File: config.mk
export PLATFORM = sky130hd
export DESIGN_NAME = alu_mul_sequencer
export DESIGN_NICKNAME = d
export VERILOG_FILES = /design/src/rtl/alu_pkg.sv /design/src/rtl/alu_mul_sequencer.sv
export SDC_FILE = /design/constraint.sdc
export NUM_CORES = 1
export LEC_CHECK = 0
export CAP_MARGIN = 20
export CORE_AREA = 2 2 157 159
export CTS_CLUSTER_SIZE = 28
export DETAILED_ROUTE_END_ITERATION = 8
export DIE_AREA = 0 0 159 161
export GPL_TIMING_DRIVEN = 0
export PLACE_DENSITY = 0.83
export SETUP_SLACK_MARGIN = 0.15
export SLEW_MARGIN = 15
export SYNTH_ARGS = -nofsm -noshare
export SYNTH_HDL_FRONTEND = slang
export SYNTH_SLANG_ARGS = --single-unit
File: constraint.sdc
create_clock -name clock -period 2.8 [get_ports clock]
set_input_delay 0.56 -clock clock [delete_from_list [all_inputs] [get_ports clock]]
set_output_delay 0.56 -clock clock [all_outputs]
set_load 0.02 [all_outputs]
File: src/rtl/alu_pkg.sv
// alu_pkg: ALU function-select codes, status bit indices and sequencer states
package alu_pkg;
  localparam logic [4:0] FS_AND  = 5'b00000;
  localparam logic [4:0] FS_OR   = 5'b00100;
  localparam logic [4:0] FS_ADD  = 5'b01000;
  localparam logic [4:0] FS_XOR  = 5'b01100;
  localparam logic [4:0] FS_SHL  = 5'b10000;
  localparam logic [4:0] FS_SHR  = 5'b10100;
  localparam logic [4:0] FS_ZERO = 5'b11000;
  localparam int ST_Z = 0;
  localparam int ST_N = 1;
  localparam int ST_C = 2;
  localparam int ST_V = 3;
  typedef enum logic [2:0] {S_IDLE, S_ADD, S_SHL, S_SHR, S_DONE} seq_state_e;
endpackage

File: src/rtl/alu_mul_sequencer.sv
// alu_mul_sequencer: 64x64 shift-add multiplier sequencing an external ALU
module alu_mul_sequencer
  import alu_pkg::*;
(
  input  logic        clock,
  input  logic        reset,
  input  logic        in_valid,
  output logic        in_ready,
  input  logic [63:0] in_a,
  input  logic [63:0] in_b,
  output logic        out_valid,
  input  logic        out_ready,
  output logic [63:0] out_result,
  output logic        out_ovf,
  output logic [63:0] alu_a,
  output logic [63:0] alu_b,
  output logic [4:0]  alu_fs,
  output logic        alu_c0,
  input  logic [63:0] alu_f,
  input  logic [3:0]  alu_status
);
  seq_state_e  state_q;
  logic [63:0] mcand_q, mplier_q, acc_q;
  logic        ovf_q, in_ready_q, out_valid_q;
  logic        unused_status;
  assign unused_status = ^{alu_status[ST_V], alu_status[ST_N], alu_status[ST_Z]};
  assign in_ready   = in_ready_q;
  assign out_valid  = out_valid_q;
  assign out_result = acc_q;
  assign out_ovf    = ovf_q;
  assign alu_c0     = 1'b0;
  // ALU operands and function select decoded from the current step
  always_comb begin
    alu_a  = state_q == S_ADD ? acc_q : state_q == S_SHL ? mcand_q : state_q == S_SHR ? mplier_q : '0;
    alu_b  = state_q == S_ADD ? mcand_q : (state_q == S_SHL || state_q == S_SHR) ? 64'd1 : '0;
    alu_fs = state_q == S_ADD ? FS_ADD : state_q == S_SHL ? FS_SHL : state_q == S_SHR ? FS_SHR : FS_ZERO;
  end
  // Sequencer FSM; overflow tracks adder carries and multiplicand bits shifted out while multiplier bits remain
  always_ff @(posedge clock) begin
    if (reset) begin
      state_q     <= S_IDLE;
      mcand_q     <= '0;
      mplier_q    <= '0;
      acc_q       <= '0;
      ovf_q       <= 1'b0;
      in_ready_q  <= 1'b1;
      out_valid_q <= 1'b0;
    end else begin
      case (state_q)
        S_IDLE: if (in_valid) begin
          mcand_q     <= in_a;
          mplier_q    <= in_b;
          acc_q       <= '0;
          ovf_q       <= 1'b0;
          in_ready_q  <= 1'b0;
          out_valid_q <= in_b == '0;
          state_q     <= in_b == '0 ? S_DONE : S_ADD;
        end
        S_ADD: begin
          if (mplier_q[0]) begin
            acc_q <= alu_f;
            ovf_q <= ovf_q | alu_status[ST_C];
          end
          state_q <= S_SHL;
        end
        S_SHL: begin
          mcand_q <= alu_f;
          if (mcand_q[63] && |mplier_q[63:1]) ovf_q <= 1'b1;
          state_q <= S_SHR;
        end
        S_SHR: begin
          mplier_q    <= alu_f;
          out_valid_q <= alu_f == '0;
          state_q     <= alu_f == '0 ? S_DONE : S_ADD;
        end
        S_DONE: if (out_ready) begin
          out_valid_q <= 1'b0;
          in_ready_q  <= 1'b1;
          state_q     <= S_IDLE;
        end
        default: begin
          in_ready_q  <= 1'b1;
          out_valid_q <= 1'b0;
          state_q     <= S_IDLE;
        end
      endcase
    end
  end
endmodule
==> reports/results.ini, run 1 <==
[cts]
clockBufferDepth = 2
htreeDepth = 4
cts_tree = built
clkTransAtPathRegs_ns = 0.07
clock_latency_ns = 0.43
cts_made_buffers = 17
cts_root_buffer = clkbuf_16
clock_sinks = 198

[setup_path]
cp_max_fo = 10
r2r_cells = 5
reg2reg_slack_ns = 0.51
crit_slowest_cell = dlygate4sd2_1
critPathBufInv = 5
crit_type = register to output port
required_ns = 2.24
endpoint_kind = output port
path_depth = 7
worstPathCellList = buf_2 -> buf_8 -> clkbuf_8 -> buf_4 -> a22oi_2 -> nor2_1 -> dlygate4sd2_1
crit_family = buffers and inverters
arrival_ns = 2.09
crit_path_max_incr_delay_ns = 0.34
critPathLaunchType = register

[placement]
placed_cell_area_um2 = 14970
port_buffers = 393
place_congestion = 0.9133
dp_hpwl_um = 37070

[die]
dieArea_um2 = 25600
die_h_um = 161
start_util = 0.4430
coreArea_um2 = 23960
num_rows = 57
die_x_um = 159
ios = 401

[power_and_ir_drop]
internal-power_mw = 6.379
power_frac_seq = 0.353
power.density_nw_per_um2 = 658.9
switchingPower_mw = 3.936
p_clk_frac = 0.260
p_total_mw = 10.32
ir_drop_v = 0.0004170
p_comb_frac = 0.387
sw_frac_of_total = 0.3816
p_leak_nw = 6.733

[synth]
ys_ff_latch = 198
synth_cell_types = 37
synth-seq-area-share = 0.3734
avgSynthCellArea_um2 = 7.899
synthesis.instances = 1344
ys_warn_count = 0
synth_area_um2 = 10620

[timing]
period_share = 0.9455
final_hold_viol_count = 0
fin_skew_ns = 0.008912
tightest_slew_ns = 1.159
period_needed_ns = 2.647
grt_setup_unrepaired = yes
setup-tns-final_ns = 0
slew-limit-headroom = 0.2234
fmax_ghz = 0.3777
report.final.setup_viol = 0
slew_violations = 0

[grt]
antenna_found_initial = 2
grt_use_total = 0.3642
grt_pass1_wl_um = 72460
grt_max_degree = 17
globalRouteOverflowTotal = 0
grt_pass1_vias = 12449

[routing]
wire_per_inst_um = 23.12
routed_wl_um = 48500
drt-vias-per-instance = 6.078
dr.pass1.iters = 6
drtIter0Drc = 1283
vias = 12751
antenna_left = 0
drc = 0

[cells_and_area]
final_area_um2 = 15660
fin_util = 0.6534
area_growth_syn_to_layout_pct = 47.47
drive_above_1_share = 0.1450
fillers = 2132
nets = 1960

[hold_path]
holdPathStages = 2
hp-class = register to register

[run_status]
outcome = finished clean

[flow_run]
drv_cap = 0

## tightest hold or removal path, stage by stage (launching register included)
cell,delay [ns]
dfxtp_1,0.32
nand2_1,0.05
a21oi_1,0.05
## power by group through the flow
stage	clock network, mW	logic [mW]	registers (mW)
after floorplan	0	2.21	3.61
after global placement	0	3.81	3.66
after detailed placement	0	3.88	3.67
after CTS	2.66	3.91	3.62
after global routing	2.78	4.25	3.68
final	2.68	3.99	3.64
## stage by stage
step           hold WS, ns  setup slack (ns)  cells
2_1_floorplan       0.4851            0.6205   1346
3_3_place_gp        0.4500           -0.8719   2063
3_5_place_dp        0.4592           -0.6848   2063
4_1_cts             0.4668            0.1400   2096
5_1_grt             0.4836            0.1012   2098
6_report            0.4702            0.1527   2098
## metal layers
layer	wire length [um]	vias to the layer above	global-route usage	part of all wire
met5	0	-	0	0
met4	2873	0	0.1967	0.059
met3	4748	183	0.07704	0.098
met2	22450	834	0.6117	0.46
met1	18440	6009	0.4388	0.38
li1	-	5725	-	-
## registers in the layout (all words and copies together) (netlist names)
| signal | count |
|---|---|
| state_q | 3 |
| out_valid | 1 |
| out_ovf | 1 |
| mcand_q | 64 |
| in_ready | 1 |
| mplier_q | 64 |
| out_result | 64 |
## cells by family (layout without fill, tap and decap cells)
| group | after synthesis | in the layout | share of synthesized area |
|---|---|---|---|
| AND/OR/NAND/NOR | 602 | 602 | 0.2546 |
| AO/OA/AOI/OAI | 270 | 270 | 0.1819 |
| other | 1 | 5 | 0.0003532 |
| flip-flops | 198 | 198 | 0.3734 |
| buffers and inverters | 144 | 570 | 0.06069 |
| multiplexers | 129 | 129 | 0.1292 |
## Yosys cell counts, drive strengths merged
library cell / instances / area [um2]
nor2: 196 / 735.7
nand3b: 2 / 15.01
nor2b: 1 / 6.260
dfxtp: 198 / 3964
o21bai: 1 / 7.510
o221ai: 1 / 8.760
a311oi: 64 / 560.5
nor4: 50 / 312.8
a21oi: 71 / 355.3
nand2: 200 / 750.7
a211oi: 65 / 488.0
nor3b: 1 / 7.510
and2b: 1 / 7.510
o32ai: 1 / 8.760
nand3: 65 / 325.3
conb: 1 / 3.750
buf: 59 / 325.3
mux2i: 65 / 650.6
nand4b: 1 / 8.760
nor3: 4 / 25.02
inv: 4 / 15.01
o21ai: 1 / 5.000
a211o: 1 / 8.760
and3: 63 / 394.1
clkbuf: 81 / 304.0
o31ai: 1 / 7.510
or4: 1 / 7.510
and2: 1 / 6.260
nand4: 12 / 75.07
or3: 4 / 25.02
mux2: 64 / 720.7
a22oi: 64 / 480.5
## what timing repair did
action / CTS / global route
gates resized for setup: 282 / 92
cloned: 0 / 0
hold buffers: 0 / 0
pin swaps: 2 / 0
endpoints found under the setup margin: 131 / 122
buffers inserted: 2 / 0
## cell type report
class,instances,area [um2],area share
inverter,4,15.01,0.0009590
antenna,2,5.005,0.0003197
clock buffer,22,494.2,0.03157
clock inverter,9,140.1,0.008951
multi-input combinational,1004,6087,0.3888
buffer,140,849.6,0.05426
sequential,198,3968,0.2534
tap,324,405.4,0.02589
timing repair buffer,395,3692,0.2358
## path summary, 6_finish.rpt
kind                        from              to
setup reg to reg      state_q[2]  out_result[57]
hold reg to reg   out_result[26]  out_result[26]
hold / removal    out_result[26]  out_result[26]
setup / recovery      state_q[0]       alu_a[25]
## placed cells by master (no fill, tap or decap), types with 2 or more instances in the layout
cell	instances
clkdlybuf4s50_1	263
nand2_1	200
dfxtp_1	197
nor2_1	194
a21oi_1	71
nand3_1	65
mux2i_1	65
a211oi_1	65
mux2_2	64
a311oi_1	64
and3_1	63
dlygate4sd2_1	59
a22oi_1	55
clkbuf_2	53
clkbuf_1	51
nor4_1	48
buf_2	33
clkbuf_16	17
clkdlybuf4s15_2	16
nand4_1	12
clkdlybuf4s15_1	12
buf_6	11
buf_4	11
clkbuf_8	10
clkbuf_4	9
a22oi_2	9
buf_1	6
or3_1	4
buf_8	3
inv_1	3
buf_12	3
nor3_1	3
conb_1	3
bufinv_16	3
clkinv_4	3
diode_2	2
nor4_2	2
nand3b_1	2
clkinvlp_4	2
Power figures use the tool's default switching activity.
==> run 2: changes to the inputs <==
PLACE_DENSITY = 0.85   (was 0.83)
==> reports/results.ini, run 2 (synthesized netlist as in run 1, its figures left out) <==
[setup_path]
critPathBufInv = 4  ; -1
crit_path_max_incr_delay_ns = 0.33  ; about the same
crit_top_cell = buf_2
crit_slowest_cell = dlygate4sd2_1
required_ns = 2.24  ; about the same
critPathLaunchType = register
worstPathCellList = buf_2 -> and2b_1 -> buf_8 -> buf_2 -> and3_1 -> dlygate4sd2_1
crit_family = buffers and inverters
endpoint_kind = output port
cp_max_fo = 10  ; unchanged
arrival_ns = 2.07  ; -0.02 ns
crit_type = register to output port

[power_and_ir_drop]
p_clk_frac = 0.252  ; -0.008
switchingPower_mw = 3.883  ; -1.4%
power.density_nw_per_um2 = 657.4  ; -0.22%
p_leak_nw = 6.589  ; -2.1%
internal-power_mw = 6.246  ; -2.1%
sw_frac_of_total = 0.3833  ; +0.001753
p_comb_frac = 0.390  ; +0.003
ir_drop_v = 0.0003528  ; -15%
power_frac_seq = 0.358  ; +0.005

[flow_run]
drv_cap = 0  ; unchanged

[die]
num_rows = 57  ; unchanged
die_x_um = 159  ; unchanged
dieArea_um2 = 25600  ; unchanged
ios = 401  ; unchanged
coreArea_um2 = 23960  ; unchanged
die_h_um = 161  ; unchanged
start_util = 0.4430  ; unchanged

[placement]
dp_cells = 2063  ; unchanged
place_congestion = 0.9387  ; +2.8%
dp_hpwl_um = 36820  ; -0.65%
placed_cell_area_um2 = 14970  ; unchanged
port_buffers = 393  ; unchanged

[cts]
cts_root_buffer = clkbuf_16
htreeDepth = 4  ; unchanged
cts_tree = built
clock_sinks = 198  ; unchanged
clockBufferDepth = 2  ; unchanged
clkTransAtPathRegs_ns = 0.07  ; about the same
cts_made_buffers = 17  ; unchanged
clock_latency_ns = 0.44  ; about the same

[routing]
antenna_left = 0  ; unchanged
drc = 0  ; unchanged
vias = 12577  ; -1.4%
dr.pass1.iters = 8  ; +2
wire_per_inst_um = 22.60  ; -2.3%
routed_wl_um = 47410  ; -2.3%
drtIter0Drc = 1317  ; +2.7%
drt-vias-per-instance = 5.995  ; -1.4%

[grt]
antenna_found_initial = 0  ; -2
grt_use_total = 0.3578  ; -0.006426
grt_max_degree = 17  ; unchanged
globalRouteOverflowTotal = 0  ; unchanged
grt_pass1_wl_um = 71350  ; -1.5%
grt_pass1_vias = 12313  ; -1.1%

[cells_and_area]
fillers = 2122  ; -0.47%
nets = 1962  ; +0.10%
layout.cells.most_common = clkdlybuf4s50_1
fin_util = 0.6430  ; -0.01039
area_growth_syn_to_layout_pct = 45.13
diodes = 0  ; -2
final_area_um2 = 15410  ; -1.6%
drive_above_1_share = 0.1674  ; +0.02238
layoutNonFillerInstCount = 2098  ; unchanged
final_cell_mix = 263 x clkdlybuf4s50_1, 200 x nand2_1, 197 x dfxtp_1, 194 x nor2_1, 86 x clkbuf_2

[timing]
period_needed_ns = 2.627  ; -0.02041 ns
hold_slack_ns = 0.4653  ; -0.004966 ns
slew-limit-headroom = 0.4288  ; +0.2054
fin_skew_ns = 0.01525  ; +0.006342 ns
period_share = 0.9382  ; -0.007288
fmax_ghz = 0.3807  ; +0.78%
final_hold_viol_count = 0  ; unchanged
setup-tns-final_ns = 0  ; unchanged
grt_setup_unrepaired = yes
tightest_slew_ns = 0.8490  ; -0.3096 ns
report.final.setup_viol = 0  ; unchanged
slew_violations = 0  ; unchanged

[hold_path]
hp-class = register to register

[run_status]
outcome = finished clean

run 2: area by class of cell:
class	instances	area [um2]	area share
clock inverters	9	117.6	0.007634
inverters	4	15.01	0.0009745
multi-input cells	1004	6055	0.3930
well taps	324	405.4	0.02631
plain buffers	139	842.1	0.05465
clock buffers	22	484.2	0.03143
flip-flops and latches	198	3968	0.2575
repair buffers	398	3521	0.2285
run 2: repair_timing:
action	4_1_cts	5_1_grt
gates resized for setup	303	177
setup buffers	4	0
gates cloned	0	0
setup endpoints to repair	132	124
hold buffers	0	0
pin swaps	2	3
run 2: tightest hold or removal path, stage by stage, from the launching register on:
cell and delay [ns]:
dfxtp_1 0.32, nand2_1 0.05, a21oi_1 0.05
run 2: path summary, 6_finish.rpt:
kind,slack [ns],endpoint,from,cells past startpoint
max,0.17,alu_b[26],state_q[0],6
min,0.47,out_result[25],out_result[25],2
max reg2reg,0.53,out_ovf,mplier_q[3],5
min reg2reg,0.47,out_result[25],out_result[25],2
run 2: metrics by stage:
step	total power [mW]	worst slack, ns
6_report	10.13	0.1731
2_1_floorplan	5.816	0.6205
5_1_grt	10.56	0.1299
3_5_place_dp	7.541	-0.7545
4_1_cts	10.06	0.05839
3_3_place_gp	7.459	-0.8116
run 2: per-layer routing:
metal / vias up / GRT usage / wire [um] / share of wire
met3: 153 / 0.08192 / 4587 / 0.097
met2: 774 / 0.5960 / 22100 / 0.47
met5: - / 0 / 0 / 0
met4: 0 / 0.2037 / 2625 / 0.055
met1: 5939 / 0.4269 / 18100 / 0.38
li1: 5711 / - / - / -
run 2: power by group through the flow:
stage                     Combinational (mW)  Sequential (mW)  Clock (mW)
after floorplan                         2.21             3.61           0
after global placement                  3.80             3.65           0
after detailed placement                3.87             3.67           0
after CTS                               3.90             3.61        2.55
after global routing                    4.22             3.67        2.67
final                                   3.95             3.63        2.55
